==> config.mk <==
export PLATFORM = sky130hd
export DESIGN_NAME = multicycle_ctrl
export DESIGN_NICKNAME = d
export VERILOG_FILES = /design/src/rtl/multicycle_ctrl.sv
export SDC_FILE = /design/constraint.sdc
export NUM_CORES = 1
export LEC_CHECK = 0
export BUFFER_PORTS_ARGS = -buffer_cell sky130_fd_sc_hd__buf_2
export CORE_MARGIN = 8
export CORE_UTILIZATION = 30
export DETAILED_ROUTE_END_ITERATION = 10
export PLACE_DENSITY = 0.65
export SLEW_MARGIN = 15
export SYNTH_ARGS = -nofsm -noshare
export SYNTH_HDL_FRONTEND = slang
export SYNTH_SLANG_ARGS = --single-unit
==> constraint.sdc <==
create_clock -name clk -period 2 [get_ports clk]
set_input_delay 0.4 -clock clk [delete_from_list [all_inputs] [get_ports clk]]
set_output_delay 0.4 -clock clk [all_outputs]
set_load 0.05 [all_outputs]
==> src/rtl/multicycle_ctrl.sv <==
// rtl/multicycle_ctrl.sv - multi-cycle MIPS control FSM
module multicycle_ctrl (
   input  logic       clk,
   input  logic       reset,
   input  logic [5:0] opcode,
   input  logic [5:0] funct,
   input  logic       zero,
   output logic       pc_we,
   output logic       ir_we,
   output logic [1:0] npc_sel,
   output logic       ext_op,
   output logic       alu_src_b,
   output logic [1:0] alu_op,
   output logic       mem_we,
   output logic       reg_we,
   output logic [1:0] reg_dst,
   output logic [1:0] wd_sel,
   output logic       retire,
   output logic [3:0] state
);

   typedef enum logic [3:0] {
      S_FETCH    = 4'd0,
      S_DECODE   = 4'd1,
      S_EXE_R    = 4'd2,
      S_EXE_I    = 4'd3,
      S_MEM_ADDR = 4'd4,
      S_MEM_RD   = 4'd5,
      S_MEM_WR   = 4'd6,
      S_WB_ALU   = 4'd7,
      S_WB_MEM   = 4'd8,
      S_BRANCH   = 4'd9,
      S_JUMP     = 4'd10,
      S_JR       = 4'd11
   } state_t;

   state_t r_state;

   logic w_rtype, w_add, w_sub, w_jr, w_ori, w_lui, w_lw, w_sw, w_beq, w_jal;

   // Instruction class decode from the IR fields
   always_comb begin
      w_rtype = (opcode == 6'b000000);
      w_add   = w_rtype && (funct == 6'b100000);
      w_sub   = w_rtype && (funct == 6'b100010);
      w_jr    = w_rtype && (funct == 6'b001000);
      w_ori   = (opcode == 6'b001101);
      w_lui   = (opcode == 6'b001111);
      w_lw    = (opcode == 6'b100011);
      w_sw    = (opcode == 6'b101011);
      w_beq   = (opcode == 6'b000100);
      w_jal   = (opcode == 6'b000011);
   end

   // State register and next-state sequencing; illegal codes fall back to FETCH
   always_ff @(posedge clk) begin
      if (reset) begin
         r_state <= S_FETCH;
      end else begin
         case (r_state)
            S_FETCH:  r_state <= S_DECODE;
            S_DECODE: begin
               if (w_add || w_sub)      r_state <= S_EXE_R;
               else if (w_ori || w_lui) r_state <= S_EXE_I;
               else if (w_lw || w_sw)   r_state <= S_MEM_ADDR;
               else if (w_beq)          r_state <= S_BRANCH;
               else if (w_jal)          r_state <= S_JUMP;
               else if (w_jr)           r_state <= S_JR;
               else                     r_state <= S_FETCH;
            end
            S_EXE_R:    r_state <= S_WB_ALU;
            S_EXE_I:    r_state <= S_WB_ALU;
            S_MEM_ADDR: r_state <= w_lw ? S_MEM_RD : S_MEM_WR;
            S_MEM_RD:   r_state <= S_WB_MEM;
            default:    r_state <= S_FETCH;
         endcase
      end
   end

   // Control outputs decoded from the current state; reset masks all writes
   always_comb begin
      pc_we     = 1'b0;
      ir_we     = 1'b0;
      npc_sel   = 2'b00;
      ext_op    = 1'b0;
      alu_src_b = 1'b0;
      alu_op    = 2'b00;
      mem_we    = 1'b0;
      reg_we    = 1'b0;
      reg_dst   = 2'b00;
      wd_sel    = 2'b00;
      retire    = 1'b0;
      state     = r_state;
      case (r_state)
         S_FETCH: begin
            ir_we = 1'b1;
            pc_we = 1'b1;
         end
         S_DECODE: begin
            retire = !(w_add || w_sub || w_ori || w_lui || w_lw || w_sw ||
                       w_beq || w_jal || w_jr);
         end
         S_EXE_R: begin
            alu_op = w_sub ? 2'b01 : 2'b00;
         end
         S_EXE_I: begin
            alu_src_b = 1'b1;
            alu_op    = w_lui ? 2'b11 : 2'b10;
         end
         S_WB_ALU: begin
            reg_we  = 1'b1;
            reg_dst = w_rtype ? 2'b01 : 2'b00;
            retire  = 1'b1;
         end
         S_MEM_ADDR: begin
            alu_src_b = 1'b1;
            ext_op    = 1'b1;
         end
         S_WB_MEM: begin
            reg_we = 1'b1;
            wd_sel = 2'b01;
            retire = 1'b1;
         end
         S_MEM_WR: begin
            mem_we = 1'b1;
            retire = 1'b1;
         end
         S_BRANCH: begin
            alu_op  = 2'b01;
            ext_op  = 1'b1;
            npc_sel = 2'b01;
            pc_we   = zero;
            retire  = 1'b1;
         end
         S_JUMP: begin
            pc_we   = 1'b1;
            npc_sel = 2'b10;
            reg_we  = 1'b1;
            reg_dst = 2'b10;
            wd_sel  = 2'b10;
            retire  = 1'b1;
         end
         S_JR: begin
            pc_we   = 1'b1;
            npc_sel = 2'b11;
            retire  = 1'b1;
         end
         default: begin
         end
      endcase
      if (reset) begin
         pc_we  = 1'b0;
         ir_we  = 1'b0;
         mem_we = 1'b0;
         reg_we = 1'b0;
         retire = 1'b0;
         state  = 4'd0;
      end
   end

endmodule

==> metrics.yaml, run 1 <==
floorplan:
  die_h_microns: 65.2
  rows: 18
  fp.dieW_microns: 65.2
  coreArea_sq_um: 2390
  ios: 34
  die-area_sq_um: 4250
  initial_utilization: 0.304
route:
  routed_wl_microns: 2190
  detail-route-antenna-nets: 0
  drtIter0Drc: 38
  via_count: 870
  dr.pass1.iters: 4
  wire_per_inst_microns: 12.7
  drc_errors: 0
  vias_per_cell: 5.03
hold_path:
  hold_path.class: "input port to flop"
  hold_start: "funct[4]"
cells_and_area:
  largest_reg_flops: 4
  final_common_cell: "buf_2"
  layout_common_cells: "buf_2, buf_4, nor2_1"
  top_register: "r_state"
  drive_above_1_share: 0.566
  nets: 160
  instances_no_fill: 173
  area_growth_pct: 45.2
  diodes: 0
  reg.largest.list: "r_state x4"
worst_setup_path:
  crit_type: "input port to primary output"
  critPathMaxStageDelay_ps: 350
  cp-end-kind: "primary output"
  cp_cell_sequence: "buf_2, nor2b_1, a21oi_1, o311ai_1, o22ai_2, buf_4"
  worst-path-buf-inv: 2
  critPathTopFamily: "compound AO/OA/AOI/OAI gates"
  start_kind: "input port"
  crit_path_start: "opcode[1]"
  rr_startpoint: "r_state[0]$_SDFF_PP0_"
  critPathMaxFanout: 4
  crit_path_top_delay_cell: "o311ai_1"
  worstPathArrival_ps: 1570
  required_ps: 1600
clock_network:
  cts_buffers: 3
  clk_latency_ps: 230
  cts.sinks: 4
  htree_levels: 1
  clk_path_buf_depth: 2
  clk_pin_slew_worst_paths_ps: 30
  cts_root_buffer: "clkbuf_4"
  cts_tree: "yes"
  hold_buffers: 0
place:
  dp_hpwl_microns: 1860
  post-place-ws_ps: -57.2
  portBuffers: 33
  placed_cells: 169
  place_congestion: 0.815
timing:
  fin_ws_ps: 26.4
  skew_ps: 0.111
  setup_violations: 0
  timing.final.hold_violations: 0
  worst_slew_pin_slew_ps: 377
  rsz0062_at_grt: "yes"
  min_period_over_period: 0.987
  fmax_mhz: 507
  holdWs_ps: 681
  slew_viol_final: 0
  relSlewSlack: 0.745
  finalCriticalPeriod_ps: 1970
grt:
  grt.met2_usage: 0.191
  grt_pass1_vias: 863
  top_usage_layer: "met2"
  grt.met3_usage: 0.0238
  grt_first_pass_wirelength_microns: 3830
  grt_start_max_net_pins: 13
  track_usage: 0.106
  antenna_found_initial: 0
  gr-usage-met1: 0.123
  grt_overflow: 0
job:
  cap_violations: 0
power_and_ir_drop:
  leakagePower_nw: 0.503
  power_density_nw_per_um2: 425
  ir_drop_uv: 186
logic_synthesis:
  synth.avg_cell_area_sq_um: 7.33
  synth.distinct_cells: 44
  synth_enable_flop_cells: 0
  async_flop_share: 0
  seq_area_frac_synth: 0.110
  synth-main-ff-cell: "dfxtp_1"
  ys_ff_latch: 4
  ys_warn_count: 0
  syn_area_sq_um: 726
  syn_inst: 99
  syn_nets: 114
outcome:
  status: "completed"
## worst paths after layout
kind / to / slack (ps) / depth (start not counted)
setup reg to reg: r_state[3]$_SDFF_PP0_ / 560 / 5
hold reg to reg: r_state[0]$_SDFF_PP0_ / 700 / 3
setup / recovery: retire / 30 / 6
hold / removal: r_state[1]$_SDFF_PP0_ / 680 / 5
## worst register-to-register path: stages, from the launching register on
cell and delay (ps):
dfxtp_1 360, inv_4 80, nor4_4 310, o311ai_1 190, buf_4 170, o31ai_2 240
## layout make-up
class	instances	area, sq um
multi-input cells	82	584
flip-flops and latches	4	83.8
clock buffers	3	22.5
inverters	3	13.8
well taps	30	37.5
repair buffers	51	312
fillers	263	1330
## layer usage
metal  vias to the layer above  part of all wire
met5                         -                 0
met4                         0                 0
met3                         0             0.042
met2                        25              0.52
met1                       393              0.44
li1                        452                 -
## per-stage QoR
step / setup TNS [ps] / cell area, sq um / power [mW] / util
after floorplan: -159 / 768 / 0.280 / -
after global placement: -5.64 / 1000 / 0.344 / 0.419
after detailed placement: -69.0 / 1000 / 0.349 / 0.419
after CTS: 0 / 1030 / 0.451 / 0.433
after global routing: -139 / 1050 / 0.482 / 0.441
final: 0 / 1050 / 0.447 / 0.441
## kinds of logic after synthesis
kind of cell / share of synthesized area
compound gates: 0.272
buf+inv: 0.153
flops: 0.110
mux: 0.0138
simple gates: 0.450
## timing repair
action,in CTS,in global routing
pin swaps,0,2
resized for setup,5,5
endpoints found under the setup margin,6,6
setup buffers,0,1
## power breakdown
| part | internal [mW] | total (mW) | switching [mW] | leakage (nW) |
|---|---|---|---|---|
| Sequential | 0.0872 | 0.0972 | 0.00998 | 0.0341 |
| Clock | 0.0668 | 0.0943 | 0.0275 | 0.0138 |
| Combinational | 0.101 | 0.256 | 0.155 | 0.455 |
## synth_stat cells (all sizes together), types with 2 or more instances
library cell   n  area share
a22o           2       0.026
a211o          2       0.028
nand2          6       0.031
buf            5       0.067
and2b          2       0.024
and3           2       0.017
nand4          2       0.017
clkbuf         5       0.067
and2           2       0.019
nor2          14       0.072
nand2b         2       0.017
dfxtp          4        0.11
inv            3       0.019
nor2b          4       0.034
nor4           2       0.059
nand3          2       0.014
nor3           8       0.055
o22ai          2       0.017
nor3b          2       0.021
a21oi          9       0.062
No activity file was read; power rests on OpenSTA's default activity.
==> run 2, diff against run 1 <==
ABC_AREA = 1   (was unset)
PLACE_DENSITY = 0.62   (was 0.65)
==> metrics.yaml, run 2 <==
logic_synthesis:
  synth_enable_flop_cells: 0
  syn_inst: 118
  ys_ff_latch: 4
  yosysMostFrequentCell: "nor2_1"
  synth.avg_cell_area_sq_um: 5.04
  yosys-top-cells-area: "nor2_1, dfxtp_1, inv_1"
  syn_nets: 133
  seq_area_frac_synth: 0.135
  ys_warn_count: 0
  async_flop_share: 0
  synth.distinct_cells: 19
  syn_area_sq_um: 594
  yosys.area.top_type: "nor2_1"
  synthTopCellsByCount: "nor2_1, inv_1, nand2_1"
  synth-main-ff-cell: "dfxtp_1"
  synth_top_area_frac: 0.208
grt:
  top_usage_layer: "met2"
  gr-usage-met1: 0.140
  grt.met2_usage: 0.171
  antenna_found_initial: 0
  grt.met3_usage: 0.0233
  track_usage: 0.108
  grt_first_pass_wirelength_microns: 3200
  grt_pass1_vias: 771
  grt_overflow: 0
  grt_start_max_net_pins: 14
route:
  detail-route-antenna-nets: 0
  wire_per_inst_microns: 10.5
  routed_wl_microns: 1890
  drc_errors: 0
  via_count: 815
  vias_per_cell: 4.53
  dr.pass1.iters: 4
  drtIter0Drc: 20
cells_and_area:
  drive_above_1_share: 0.392
  utilization: 0.449
  fillerInstances: 218
  area_growth_pct: 45.3
  diodes: 0
  top_register: "r_state"
  reg.largest.list: "r_state x4"
  nets: 170
  instances_no_fill: 180
  layout_common_cells: "nor2_1, buf_2, inv_1, nand2_1, nand3_1"
  largest_reg_flops: 4
floorplan:
  fp.dieW_microns: 60.5
  initial_utilization: 0.309
  die-area_sq_um: 3660
  coreArea_sq_um: 1920
  ios: 34
  die_h_microns: 60.5
  rows: 16
power_and_ir_drop:
  leakagePower_nw: 0.452
  clkPwrFrac: 0.241
  p_int_mw: 0.215
  power_frac_comb: 0.515
  power_density_nw_per_um2: 458
  p_switching_mw: 0.181
  power_frac_seq: 0.244
  ir_drop_uv: 399
  power_mw: 0.395
  p_sw_frac: 0.457
worst_setup_path:
  reg2reg_slack_ps: 790
  rr_startpoint: "r_state[2]$_SDFF_PP0_"
  required_ps: 1600
  cp_cell_sequence: "nor2_4, nand2_1, nor2_1, nand3_1, nor2_1, nor2_1, nor2_1, buf_6"
  critPathMaxStageDelay_ps: 350
  crit_path_top_delay_cell: "dfxtp_1"
  r2r_end: "r_state[0]$_SDFF_PP0_"
  critPathMaxFanout: 5
  worst_path_most_repeated_cell: "nor2_1"
  cp-end-kind: "primary output"
  start_kind: "flop"
  crit_type: "flop to primary output"
  ff2ff_path_depth: 6
  worstPathArrival_ps: 1480
timing:
  slew_viol_final: 0
  rsz0062_at_grt: "yes"
  skew_ps: 2.55
  worst_slew_pin_slew_ps: 257
  fmax_mhz: 532
  setup_violations: 0
  relSlewSlack: 0.827
  finalCriticalPeriod_ps: 1880
  holdWs_ps: 519
  timing.final.hold_violations: 0
  min_period_over_period: 0.940
place:
  placed_cells: 177
  place_congestion: 0.808
  dp_hpwl_microns: 1660
  portBuffers: 33
clock_network:
  clk_pin_slew_worst_paths_ps: 40
  htree_levels: 1
  clk_latency_ps: 230
  cts_root_buffer: "clkbuf_4"
  cts.sinks: 4
  clk_path_buf_depth: 2
  cts_buffers: 3
  cts_tree: "yes"
hold_path:
  hold_path.class: "input port to flop"
  hold_path_end: "r_state[1]$_SDFF_PP0_"
  hold_start: "reset"
  hold_depth: 2
job:
  cap_violations: 0
outcome:
  status: "completed"
run 2: metal layers:
layer,up-vias,wire (microns)
met4,0,0
met3,0,116
met1,361,880
met2,13,897
met5,-,0
li1,441,-
run 2: worst max path at each step:
stage	from	end	depth (start not counted)
after floorplan	r_state[0]$_SDFF_PP0_	mem_we	3
after global placement	opcode[0]	retire	10
after detailed placement	opcode[0]	retire	10
after CTS	r_state[1]$_SDFF_PP0_	reg_we	5
after global routing	r_state[2]$_SDFF_PP0_	retire	8
final	r_state[2]$_SDFF_PP0_	retire	8
run 2: through the flow:
step	instance area (sq um)	setup slack [ps]	TNS (ps)
after global placement	813	155	0
after global routing	863	-26.4	-26.4
after CTS	841	32.8	0
final	863	121	0
after detailed placement	813	125	0
after floorplan	618	1.39	0
run 2: repair_timing:
item | in CTS | in global routing
setup buffers | 0 | 0
hold buffers | 0 | 0
pin swaps | 0 | 0
endpoints found under the setup margin | 2 | 5
cloned | 0 | 0
resized for setup | 2 | 8
run 2: worst max-delay path, delay by kind of cell, from the launching register on:
family / cells / cell delay [ps]
simple gates: 7 / 730
buf+inv: 1 / 180
flops: 1 / 350
run 2: kinds of logic (layout without fill, tap and decap cells):
kind of cell / after synthesis / after routing / synth area share
buf+inv: 24 / 59 / 0.158
compound gates: 12 / 12 / 0.112
simple gates: 78 / 78 / 0.596
flops: 4 / 4 / 0.135
run 2: cell type report:
type	count	area [sq um]	share of cell area
Multi-Input combinational cell	90	457	0.529
Tap cell	27	33.8	0.0391
Sequential cell	4	83.8	0.0971
Timing Repair Buffer	34	184	0.213
Inverter	22	82.6	0.0957
Clock buffer	3	22.5	0.0261
run 2: power by group through the flow:
stage	Clock [mW]	Combinational, mW	Sequential, mW
after floorplan	0	0.143	0.0934
after global placement	0	0.195	0.0950
after detailed placement	0	0.196	0.0950
after CTS	0.101	0.200	0.0938
after global routing	0.106	0.226	0.0974
final	0.0953	0.204	0.0964
